**src/rtl/io_bus_arbiter.sv**
```systemverilog
// rtl/io_bus_arbiter.sv - two-master round-robin arbiter for the single memory-mapped I/O port
// One transaction in flight; loads return data with a one-cycle rvalid pulse.
`ifndef IO_LOAD
`define IO_LOAD 1'b0
`endif
`ifndef IO_STORE
`define IO_STORE 1'b1
`endif

module io_bus_arbiter #(
  parameter int DBITS      = 32,
  parameter int RD_LATENCY = 1
) (
  input  logic             clk,
  input  logic             reset,
  input  logic             m0_req,
  input  logic [DBITS-1:0] m0_addr,
  input  logic [DBITS-1:0] m0_wdata,
  input  logic             m0_we,
  output logic             m0_gnt,
  output logic             m0_rvalid,
  output logic [DBITS-1:0] m0_rdata,
  input  logic             m1_req,
  input  logic [DBITS-1:0] m1_addr,
  input  logic [DBITS-1:0] m1_wdata,
  input  logic             m1_we,
  output logic             m1_gnt,
  output logic             m1_rvalid,
  output logic [DBITS-1:0] m1_rdata,
  output logic [DBITS-1:0] bus_addr,
  output logic [DBITS-1:0] bus_wdata,
  output logic             bus_load_store,
  output logic             bus_valid,
  input  logic [DBITS-1:0] bus_rdata
);

  localparam int CW = $clog2(RD_LATENCY + 1);

  typedef enum logic [1:0] {S_IDLE, S_ISSUE, S_WAIT} state_t;

  state_t           state_q, state_d;
  logic             sel_q, sel_d;
  logic             ptr_q, ptr_d;
  logic             we_q, we_d;
  logic [DBITS-1:0] addr_q, addr_d;
  logic [DBITS-1:0] wdata_q, wdata_d;
  logic [DBITS-1:0] rdata0_q, rdata0_d;
  logic [DBITS-1:0] rdata1_q, rdata1_d;
  logic [CW-1:0]    cnt_q, cnt_d;
  logic             rv0_q, rv0_d;
  logic             rv1_q, rv1_d;
  logic             pick;

  always_ff @(posedge clk or posedge reset) begin
    if (reset) begin
      state_q  <= S_IDLE;
      sel_q    <= 1'b0;
      ptr_q    <= 1'b0;
      we_q     <= 1'b0;
      addr_q   <= '0;
      wdata_q  <= '0;
      rdata0_q <= '0;
      rdata1_q <= '0;
      cnt_q    <= '0;
      rv0_q    <= 1'b0;
      rv1_q    <= 1'b0;
    end else begin
      state_q  <= state_d;
      sel_q    <= sel_d;
      ptr_q    <= ptr_d;
      we_q     <= we_d;
      addr_q   <= addr_d;
      wdata_q  <= wdata_d;
      rdata0_q <= rdata0_d;
      rdata1_q <= rdata1_d;
      cnt_q    <= cnt_d;
      rv0_q    <= rv0_d;
      rv1_q    <= rv1_d;
    end
  end

  always_comb begin
    state_d  = state_q;
    sel_d    = sel_q;
    ptr_d    = ptr_q;
    we_d     = we_q;
    addr_d   = addr_q;
    wdata_d  = wdata_q;
    rdata0_d = rdata0_q;
    rdata1_d = rdata1_q;
    cnt_d    = cnt_q;
    rv0_d    = 1'b0;
    rv1_d    = 1'b0;
    // When both request, the master that was not granted last wins.
    pick     = (m0_req && m1_req) ? ~ptr_q : m1_req;
    case (state_q)
      S_IDLE: begin
        if (m0_req || m1_req) begin
          sel_d   = pick;
          ptr_d   = pick;
          addr_d  = pick ? m1_addr  : m0_addr;
          wdata_d = pick ? m1_wdata : m0_wdata;
          we_d    = pick ? m1_we    : m0_we;
          state_d = S_ISSUE;
        end
      end
      S_ISSUE: begin
        if (we_q) begin
          state_d = S_IDLE;
        end else begin
          cnt_d   = CW'(RD_LATENCY - 1);
          state_d = S_WAIT;
        end
      end
      S_WAIT: begin
        if (cnt_q == '0) begin
          if (sel_q) begin
            rdata1_d = bus_rdata;
            rv1_d    = 1'b1;
          end else begin
            rdata0_d = bus_rdata;
            rv0_d    = 1'b1;
          end
          state_d = S_IDLE;
        end else begin
          cnt_d = cnt_q - 1'b1;
        end
      end
      default: state_d = S_IDLE;
    endcase
  end

  assign bus_valid      = (state_q == S_ISSUE);
  assign bus_addr       = addr_q;
  assign bus_wdata      = wdata_q;
  assign bus_load_store = (bus_valid && we_q) ? `IO_STORE : `IO_LOAD;
  assign m0_gnt         = bus_valid && !sel_q;
  assign m1_gnt         = bus_valid && sel_q;
  assign m0_rvalid      = rv0_q;
  assign m1_rvalid      = rv1_q;
  assign m0_rdata       = rdata0_q;
  assign m1_rdata       = rdata1_q;

endmodule

```
**config.mk**
```make
export PLATFORM = sky130hd
export DESIGN_NAME = io_bus_arbiter
export DESIGN_NICKNAME = d
export VERILOG_FILES = /design/src/rtl/io_bus_arbiter.sv
export SDC_FILE = /design/constraint.sdc
export NUM_CORES = 1
export LEC_CHECK = 0
export ABC_AREA = 1
export ABC_CLOCK_PERIOD_IN_PS = 4200
export CAP_MARGIN = 20
export CORE_MARGIN = 10
export CORE_UTILIZATION = 37
export DETAILED_ROUTE_END_ITERATION = 6
export PLACE_DENSITY_LB_ADDON = 0.2
export SLEW_MARGIN = 10
export SYNTH_ARGS = -nofsm -noshare
export SYNTH_HDL_FRONTEND = slang
export SYNTH_SLANG_ARGS = --single-unit
```
**constraint.sdc**
```tcl
create_clock -name clk -period 4.2 [get_ports clk]
set_clock_uncertainty 0.2 [all_clocks]
set_input_delay 0.84 -clock clk [delete_from_list [all_inputs] [get_ports clk]]
set_output_delay 0.84 -clock clk [all_outputs]
set_load 0.005 [all_outputs]
```
## After elaboration in Yosys (flattened, before gate mapping)

Index checks and enable logic that the tools add are counted.

| cells by class | value |
|---|---|
| add/sub/neg operators | 1 |
| eq/ne operators | 5 |
| mux-type cells | 18 |
| bitwise gates (word level) | 2 |
| reductions and logical operators | 13 |

Operators with widths:

| cell | count |
|---|---|
| 2-to-1 mux 32 bit | 2 |
| 2-to-1 mux 1 bit | 11 |
| 2-to-1 mux 2 bit | 3 |
| != test 2 bit (second input constant) | 3 |
| one-hot mux 2 bit (3 select lines) | 1 |
| AND reduction 2 bit | 3 |
| AND reduction 3 bit | 2 |
| logical AND 1 bit | 4 |
| equality test 2 x 1 -> 1 bit (second input constant) | 1 |
| equality test 2 bit (second input constant) | 1 |
| zero test 2 bit | 1 |
| inverter 1 bit | 2 |
| one-hot mux 1 bit (2 select lines) | 1 |
| nonzero test 2 bit | 1 |
| zero test 1 bit | 1 |
| logical OR 1 bit | 1 |
| subtractor 1 bit (second input constant) | 1 |

| word-level totals | value |
|---|---|
| register bits | 135 |
| bits of input ports | 166 |
| output and inout port bits | 134 |
| word-level logic and storage cells | 49 |

## Longest topological paths before layout

Gate-level depths: netlist of run 1.

| depth | value |
|---|---|
| depth in word-level cells | 3 |
| gate-level depth with buffers | 7 |
| gate-level depth less buffers | 5 |

## Worst setup path after synthesis of run 1

No wires, ideal clock.

| timing | value |
|---|---|
| path type | register -> output |
| from | reg state_q[1] |
| to | out bus_load_store |
| arrival | 0.753 ns |
| data required time | 3.160 ns |
| slack | 2.407 ns |
| stages on the path, launching flop included | 4 |
| cells stage by stage | dfrtp_1 nor2_1 inv_1 nor2_1 |

| between the ends | value |
|---|---|
| word-level cells in the longest chain between the ends | 3 |

Ends and longest elaborated chain:

| element | RTL line | RTL |
|---|---|---|
| from (decl) | 41 | `state_t state_q, state_d;` |
| from (signal assigned) | 68 | `state_q <= state_d;` |
| equality test 2 x 1 -> 1 bit | 133 | `assign bus_valid = (state_q == S_ISSUE);` |
| net bus_valid | 33 | `output logic bus_valid,` |
| logical AND 1 bit | 136 | `` assign bus_load_store = (bus_valid && we_q) ? `IO_STORE : `IO_LOAD; `` |
| 2-to-1 mux 1 bit (no source line) | - |  |
| to (decl) | 32 | `output logic bus_load_store,` |

The timed path passes the listed nets, and every way through them passes these cells.

## Worst setup path in the final report of run 1

| timing | value |
|---|---|
| from | reg state_q[1] |
| to | out m1_gnt |

| between the ends | value |
|---|---|
| word-level cells in the longest chain between the ends | 2 |

Ends and longest elaborated chain:

| element | RTL line | RTL |
|---|---|---|
| equality test 2 x 1 -> 1 bit | 133 |  |
| logical AND 1 bit | 138 | `assign m1_gnt = bus_valid && sel_q;` |
| to (decl) | 27 | `output logic m1_gnt,` |

Every way passes these cells.

==> results.cfg, run 1 <==
[finish]
area_delta_synth_final_pct = 60.4
fillerInstances = 1510
fin_cells = 1335
register_area_um2 = 3350
n_antenna_cell = 0
fin_area_um2 = 10000
drive_gt1_share_pct = 4.57
nets = 1269
multi_input_area_um2 = 2040

[sta]
rsz0062_at_grt = no
setup_viol = 0
fin_ws_ns = 1.36
period_minus_slack_ns = 2.84
slew_violations = 0
worst_slew_pin_slew_ns = 0.725
hold_viol_final = 0
fmax_mhz = 352
slew_headroom_pct = 51.7
setup_tns_ns = 0
period_share_pct = 67.6

[power]
p_per_area_nw_per_um2 = 688
power_switching_mw = 2.30
p_sw_share_pct = 33.4
pwr-share-comb_pct = 43.7
power_leakage_nw = 5.20
clockPowerShare_pct = 22.9
ir_drop_v = 0.000304
totalPowerFinal_mw = 6.90
internal_power_mw = 4.59
power.share.sequential_pct = 33.4

[clocking]
cts_tree = yes
cts-root-buf = clkbuf_16
cts_buffer_depth = 2
clock_latency_ns = 0.41
cts_made_buffers = 17
cts.repair.resized = 0
cts_htree_levels = 4
cts.sinks = 134
cts_setup_buffers = 0
clk_pin_slew_ns = 0.06
holdBufCountCts = 0

[synth]
yosys.cell_count.top_type = nand2_1
synthSimpleGateAreaFrac_pct = 26.8
synth_compound_area_share_pct = 5.28
synthCells = 822
yosys.area.top_type = dfrtp_1
synth-main-ff-cell = dfrtp_1
syn_area_um2 = 6250
synth_top_family_by_area = simple AND/OR/NAND/NOR gates
ys_warn_count = 0
synth.top_cell.area_share_pct = 53.6
synth_commonest_cells = 263 x nand2_1, 170 x inv_1, 134 x dfrtp_1
synth_mux_area_share_pct = 0
async_flop_share_pct = 100
synthAdderAreaFrac_pct = 0
synth.area.top_cells = dfrtp_1 54%, nand2_1 16%, nand3_1 11%
synth-xor-area-share_pct = 0
synth_cell_type_count = 11
synth_edf_count = 0
synth_fp_nets = 988
yosysSeqAreaShare_pct = 53.6
avgSynthCellArea_um2 = 7.61
synth-seq-cells = 134

[global_routing]
grt_pass1_vias = 5963
grt_pass1_wl_um = 32800
grt_max_degree = 87
gr-usage-all-layers_pct = 18.5
grt_remaining_overflow = 0
antenna_found_initial = 0

[worst_setup_path]
endpoint_kind = primary output
crit_end = m1_gnt
cpPeakStageDelay_ns = 0.56
critPathMaxFanout = 5
rrSetupSlack_ns = 2.27
worstReg2RegEnd = bus_addr[7]$_DFFE_PP0P_
critical_path.top_delay_family = buffers and inverters
slowest_stage = clkdlybuf4s50_1
r2r_start = state_q[0]$_DFFE_PP0P_
path_depth = 4
crit_chain = nor2_1 -> inv_1 -> nor2_1 -> clkdlybuf4s50_1
critPathLaunchType = register
path_class = reg2out
cp.arrival_ns = 1.80
cp-startpoint = state_q[1]$_DFFE_PP0P_
crit_top_cell = nor2_1
r2r_cells = 6
worst-path-buf-inv = 2
required_ns = 3.16

[detailed_routing]
via_count = 5967
antenna_left = 0
wl_um = 20900
routed_via_density = 4.47
wl_per_cell_um = 15.6
route.detailed.drc = 0
dr.pass1.iters = 5
drt_iter0_markers = 328

[floorplanning]
die_area_um2 = 22500
start_util_pct = 37.7
fp.dieW_um = 150
rows = 47
boundaryPins = 300
core_area_um2 = 16600
fp.dieH_um = 150

[run]
maxCapViolCount = 0

[placement]
gp_congestion = 0.804
place_ws_ns = 1.27
placed_area_um2 = 9400
dpl.hpwl_um = 15200
dpl.cell_count = 1304
io_buffers = 299

[outcome]
run_status = completed

[min_path]
hold_class = reg2reg
==> area by class of cell <==
| class | count | share of cell area, % |
|---|---|---|
| Inverter | 170 | 6.40 |
| Tap cell | 220 | 2.74 |
| Sequential cell | 134 | 33.4 |
| Timing Repair Buffer | 311 | 30.8 |
| Multi-Input combinational cell | 469 | 20.4 |
| Clock inverter | 14 | 2.01 |
| Clock buffer | 17 | 4.24 |
==> placed cells by master (no fill, tap or decap) <==
cell	instances
clkdlybuf4s50_1	298
nand3_1	130
clkbuf_16	17
o21ai_0	65
o21ai_4	1
buf_12	1
nand2_1	261
inv_8	1
bufinv_16	4
clkinvlp_4	2
buf_4	11
nor2_4	1
nand2_2	2
nand3_2	2
inv_6	1
dfrtp_1	134
nor2_1	7
clkinv_4	5
inv_1	169
buf_2	1
clkinv_2	2
==> power groups by stage <==
stage / combinational [mW] / sequential [mW] / clock, mW
6_report: 3.01 / 2.30 / 1.58
2_1_floorplan: 1.15 / 2.35 / 0
3_5_place_dp: 3.09 / 2.31 / 0
4_1_cts: 3.10 / 2.30 / 1.62
3_3_place_gp: 3.05 / 2.30 / 0
5_1_grt: 3.38 / 2.39 / 1.68
==> worst min path at each step <==
| stage | slack (ns) | depth (start not counted) | endpoint | from |
|---|---|---|---|---|
| floorplan | 0.23 | 1 | state_q[1]$_DFFE_PP0P_ | we_q$_DFFE_PP0P_ |
| global placement | 0.23 | 1 | state_q[1]$_DFFE_PP0P_ | we_q$_DFFE_PP0P_ |
| detailed placement | 0.24 | 1 | state_q[1]$_DFFE_PP0P_ | we_q$_DFFE_PP0P_ |
| CTS | 0.25 | 1 | state_q[1]$_DFFE_PP0P_ | we_q$_DFFE_PP0P_ |
| global route | 0.29 | 2 | bus_addr[17]$_DFFE_PP0P_ | bus_addr[17]$_DFFE_PP0P_ |
| finish | 0.26 | 1 | state_q[1]$_DFFE_PP0P_ | we_q$_DFFE_PP0P_ |
==> cells by family (layout without fill, tap and decap cells) <==
family,after synthesis,after routing
and+or+nand+nor,403,403
buffers and inverters,219,512
DFF,134,134
AOI/OAI and AO/OA,66,66
==> layer usage <==
metal / routed length (µm) / track usage [%]
met1: 8700 / 22.6
met5: 0 / 0
met2: 9900 / 29.9
met4: 247 / 4.81
met3: 2010 / 7.16
==> sequential cells by signal, summed over array words and instances, names as in the netlist <==
name,cells
m1_rvalid,1
state_q,2
m1_rdata,32
ptr_q,1
bus_wdata,32
m0_rvalid,1
m0_rdata,32
we_q,1
bus_addr,32
==> per-stage QoR <==
stage | hold slack [ns] | utilization [%]
after CTS | 0.250 | 60.5
after global placement | 0.234 | 56.7
after detailed placement | 0.237 | 56.7
final | 0.257 | 60.5
after floorplan | 0.225 | -
after global routing | 0.291 | 60.5
(Power assumes the default switching activity.)
==> run 2: changes to the inputs <==
ABC_CLOCK_PERIOD_IN_PS = 2900   (was 4200)
CORE_UTILIZATION = 41   (was 37)
clock period = 2.9 ns   (was 4.2 ns; I/O delays follow)
==> run 2 against run 1 <==
Net effect: critical path depth unchanged; sequential power up 45%; clock power up 20%; sequential share of layout area up 0.084 points; design area down 0.25%; count of clock-buffer cells in the layout up 3; hold slack better by 0.013 ns; die area down 8.5%; routed wire length up 0.21%; first-iteration DRC count down 2.1%; non-clock buffer count up 7; global-route usage up 1.4 points; largest cell class unchanged.
==> results.cfg, run 2 (synthesis gave the netlist of run 1 again) <==
[run]
maxCapViolCount = 0

[global_routing]
grt_pass1_wl_um = 32000
grt_max_degree = 45
antenna_found_initial = 0
grt_pass1_vias = 5977
grt_remaining_overflow = 0
gr-usage-all-layers_pct = 19.9

[floorplanning]
die_area_um2 = 20600
rows = 45
start_util_pct = 41.4
boundaryPins = 300
fp.dieH_um = 143
fp.dieW_um = 143
core_area_um2 = 15100

[sta]
hold_ws_ns = 0.270
rsz0062_at_grt = no
period_share_pct = 91.5
slew_headroom_pct = 52.5
hold_viol_final = 0
setup_tns_ns = 0
slew_violations = 0
setup_viol = 0
period_minus_slack_ns = 2.65
fmax_mhz = 377
worst_slew_pin_slew_ns = 0.712

[power]
ir_drop_v = 0.000505
p_per_area_nw_per_um2 = 967
power_leakage_nw = 5.21
totalPowerFinal_mw = 9.67

[detailed_routing]
via_count = 6066
wl_per_cell_um = 16.0
drt_iter0_markers = 321
dr.pass1.iters = 6
routed_via_density = 4.64
antenna_left = 0
wl_um = 20900
route.detailed.drc = 0

[placement]
dpl.hpwl_um = 15900
gp_congestion = 0.838
io_buffers = 299

[worst_setup_path]
required_ns = 2.12
path_class = reg2out
critPathLaunchType = register
endpoint_kind = primary output
cp.arrival_ns = 1.87
critPathMaxFanout = 5

[clocking]
cts.repair.resized = 0
cts-root-buf = clkbuf_16
holdBufCountCts = 0
cts_made_buffers = 17
clock_latency_ns = 0.41
cts_setup_buffers = 0
cts_htree_levels = 4
clk_pin_slew_ns = 0.05
cts_tree = yes
cts.sinks = 134
cts_buffer_depth = 2

[finish]
area_delta_synth_final_pct = 60.0
drive_gt1_share_pct = 4.91
n_antenna_cell = 0
nets = 1276
fillerInstances = 1299
layout_commonest_cell = clkdlybuf4s50_1
layout_common_cells = 298 x clkdlybuf4s50_1, 261 x nand2_1, 169 x inv_1, 134 x dfrtp_1, 130 x nand3_1

[min_path]
hold_class = reg2reg

[outcome]
run_status = completed
## run 2: where the power goes
part / internal, mW / switching [mW] / total (mW)
clock: 1.12 / 0.774 / 1.89
sequential: 2.83 / 0.512 / 3.34
combinational: 2.44 / 2.00 / 4.44
## run 2: metrics by stage
stage	instance area, µm²	instances	worst slack (ns)	utilization, %
floorplan	6260	822	0.455	-
global placement	9490	1279	0.632	62.9
detailed placement	9490	1279	0.605	62.9
CTS	10000	1308	0.191	66.3
global route	10000	1308	0.125	66.3
finish	10000	1308	0.245	66.3
## run 2: final cells by class
cell class	count	area (µm²)	area share, %
Clock buffer	20	457	4.56
Clock inverter	9	57.6	0.575
Inverter	170	642	6.42
Multi-Input combinational cell	469	2040	20.4
Sequential cell	134	3350	33.5
Tap cell	188	235	2.35
Timing Repair Buffer	318	3220	32.2
## run 2: path summary, 6_finish.rpt
kind | cells past startpoint | start | slack (ns) | end
setup / recovery | 4 | state_q[1]$_DFFE_PP0P_ | 0.25 | bus_load_store
hold / removal | 1 | we_q$_DFFE_PP0P_ | 0.27 | state_q[1]$_DFFE_PP0P_
setup reg to reg | 5 | state_q[0]$_DFFE_PP0P_ | 0.88 | m1_rdata[19]$_DFFE_PP0P_
hold reg to reg | 1 | we_q$_DFFE_PP0P_ | 0.27 | state_q[1]$_DFFE_PP0P_
max in group asynchronous | 3 | reset | 1.48 | m0_rdata[5]$_DFFE_PP0P_
min in group asynchronous | 2 | reset | 0.44 | m0_rdata[20]$_DFFE_PP0P_
## run 2: worst max-delay path, cell delays in order, from the launching register on
cell	delay (ns)
dfrtp_1	0.43
nor2_1	0.18
inv_1	0.10
nor2_1	0.20
clkdlybuf4s50_1	0.55
## run 2: routing by layer
layer	GRT usage, %	vias to the layer above	wire (µm)
li1	-	3042	-
met1	22.8	2784	8310
met3	8.98	14	2220
met2	33.0	226	10100
met5	0	-	0
met4	5.27	0	272
==> run 3: changes to the inputs <==
ABC_AREA = unset   (was 1)
CORE_UTILIZATION = 40   (was 41)
==> run 3 against run 2 <==
Net effect: combinational power is essentially flat; design area fell by 2.5%; maximum frequency rose by 3.4%; cell count decreased by 34%; total power rose by 3.7%; synthesized cell count fell by 56%; worst setup slack gained 0.086 ns; critical path depth is the same; die area shrank 2.7%; clock power up 18%; core utilization up 0.80 points.
==> results.cfg, run 3 <==
[clocking]
cts_made_buffers = 17
cts_setup_buffers = 0
clk_pin_slew_ns = 0.06
cts_buffer_depth = 2
cts.sinks = 134
cts.repair.resized = 0
cts_tree = yes
cts-root-buf = clkbuf_16
clock_latency_ns = 0.41
cts_htree_levels = 4
holdBufCountCts = 0

[synth]
async_flop_share_pct = 100
yosys.area.top_type = dfrtp_1
yosys.cell_count.top_type = mux2_2
synth.area.top_cells = dfrtp_1 57%, mux2_2 30%, mux2_4 9.9%
syn_area_um2 = 5910
synth_cell_type_count = 15
synthCells = 363
synth-seq-cells = 134
synth.top_cell.area_share_pct = 56.7
synth-main-ff-cell = dfrtp_1
avgSynthCellArea_um2 = 16.3
synth_commonest_cells = 155 x mux2_2, 134 x dfrtp_1, 39 x mux2_4
synth_fp_nets = 529
ys_warn_count = 0
synth_edf_count = 0
yosysSeqAreaShare_pct = 56.7

[worst_setup_path]
r2r_cells = 4
required_ns = 2.12
critPathMaxFanout = 4
worstReg2RegEnd = bus_addr[28]$_DFFE_PP0P_
rrSetupSlack_ns = 0.84
cp.arrival_ns = 1.79
endpoint_kind = primary output
critPathLaunchType = register
r2r_start = ptr_q$_DFFE_PP0P_
path_class = reg2out

[finish]
area_delta_synth_final_pct = 65.0
final_util_pct = 67.1
layout_commonest_cell = clkdlybuf4s50_1
layout_common_cells = 299 x clkdlybuf4s50_1, 155 x mux2_2, 134 x dfrtp_1, 39 x mux2_4, 17 x clkbuf_16
fillerInstances = 1070
nets = 836
drive_gt1_share_pct = 34.8
n_antenna_cell = 0

[placement]
dpl.hpwl_um = 14300
io_buffers = 299
gp_congestion = 0.764

[global_routing]
gr-usage-all-layers_pct = 18.4
grt_max_degree = 94
antenna_found_initial = 0
grt_remaining_overflow = 0
grt_pass1_vias = 4859
grt_pass1_wl_um = 28300

[sta]
setup_tns_ns = 0
period_share_pct = 88.6
period_minus_slack_ns = 2.57
worst_slew_pin_slew_ns = 0.542
fmax_mhz = 389
setup_viol = 0
slew_headroom_pct = 63.9
hold_viol_final = 0
rsz0062_at_grt = no
slew_violations = 0

[min_path]
holdPathStages = 1
min_to = state_q[1]$_DFFE_PP0P_
hold_class = reg2reg
hp-start = we_q$_DFFE_PP0P_

[power]
power_leakage_nw = 4.10
ir_drop_v = 0.000593
p_per_area_nw_per_um2 = 1030

[detailed_routing]
wl_per_cell_um = 21.4
antenna_left = 0
route.detailed.drc = 0
via_count = 4155
wl_um = 18500
routed_via_density = 4.79
dr.pass1.iters = 4
drt_iter0_markers = 135

[outcome]
run_status = completed

[floorplanning]
fp.dieH_um = 142
core_area_um2 = 14500
boundaryPins = 300
fp.dieW_um = 142
die_area_um2 = 20000
rows = 44
start_util_pct = 40.7

[run]
maxCapViolCount = 0
-- run 3: changes by cell type after synthesis, moves of 39 or more --
cell     before  now
o21ai_0      65    0
inv_1       170    4
nand3_1     132    0
mux2_4        0   39
mux2_2        0  155
nand2_1     263    0
-- run 3: cells by family (layout without fill, tap and decap cells) --
logic type | count (synthesis) | after routing | synth area share, %
flip-flops | 134 | 134 | 56.7
buffers and inverters | 24 | 344 | 2.60
AO/OA/AOI/OAI | 1 | 1 | 0.169
multiplexers | 195 | 195 | 39.6
AND/OR/NAND/NOR | 9 | 9 | 0.889
-- run 3: how the worst max path moves through the flow --
stage / start / end / slack (ns)
floorplan: reset / bus_addr[0]$_DFFE_PP0P_ / 0.45
global placement: m0_req / bus_addr[18]$_DFFE_PP0P_ / 0.33
detailed placement: m0_req / bus_addr[18]$_DFFE_PP0P_ / 0.29
CTS: state_q[1]$_DFFE_PP0P_ / bus_load_store / 0.28
global route: state_q[1]$_DFFE_PP0P_ / bus_load_store / 0.24
finish: state_q[1]$_DFFE_PP0P_ / bus_load_store / 0.33
-- run 3: through the flow --
stage               hold slack (ns)  worst slack (ns)  power (mW)  std cells  area, µm²
finish                        0.250             0.331        10.0        867       9750
global route                  0.282             0.240        10.6        867       9750
CTS                           0.260             0.279        10.2        867       9750
detailed placement            0.249             0.286        7.92        835       9130
global placement              0.257             0.328        7.78        835       9130
floorplan                     0.213             0.455        5.17        363       5910
-- run 3: power by group --
group,switching (mW),internal (mW)
logic,1.43,3.02
registers,0.521,2.84
clock network,0.810,1.42
-- run 3: per-layer routing --
metal,up-vias,global-route usage (%),part of all wire (%)
met1,2076,18.5,36
met3,18,7.54,8.5
li1,1908,-,-
met5,-,0,0
met2,153,33.8,54
met4,0,5.38,1.5
-- run 3: cell type report --
cell class | count | area, µm² | share of cell area (%)
clock buffers | 21 | 470 | 4.82
clock inverters | 11 | 149 | 1.53
inverters | 4 | 18.8 | 0.192
multi-input cells | 205 | 2420 | 24.8
flip-flops and latches | 134 | 3350 | 34.4
well taps | 184 | 230 | 2.36
repair buffers | 308 | 3110 | 31.9
-- run 3: worst max-delay path: stages, from the launching register on --
cell and delay, ns:
dfrtp_1 0.41, nand2b_1 0.22, inv_1 0.10, and2_1 0.12, clkdlybuf4s50_1 0.53
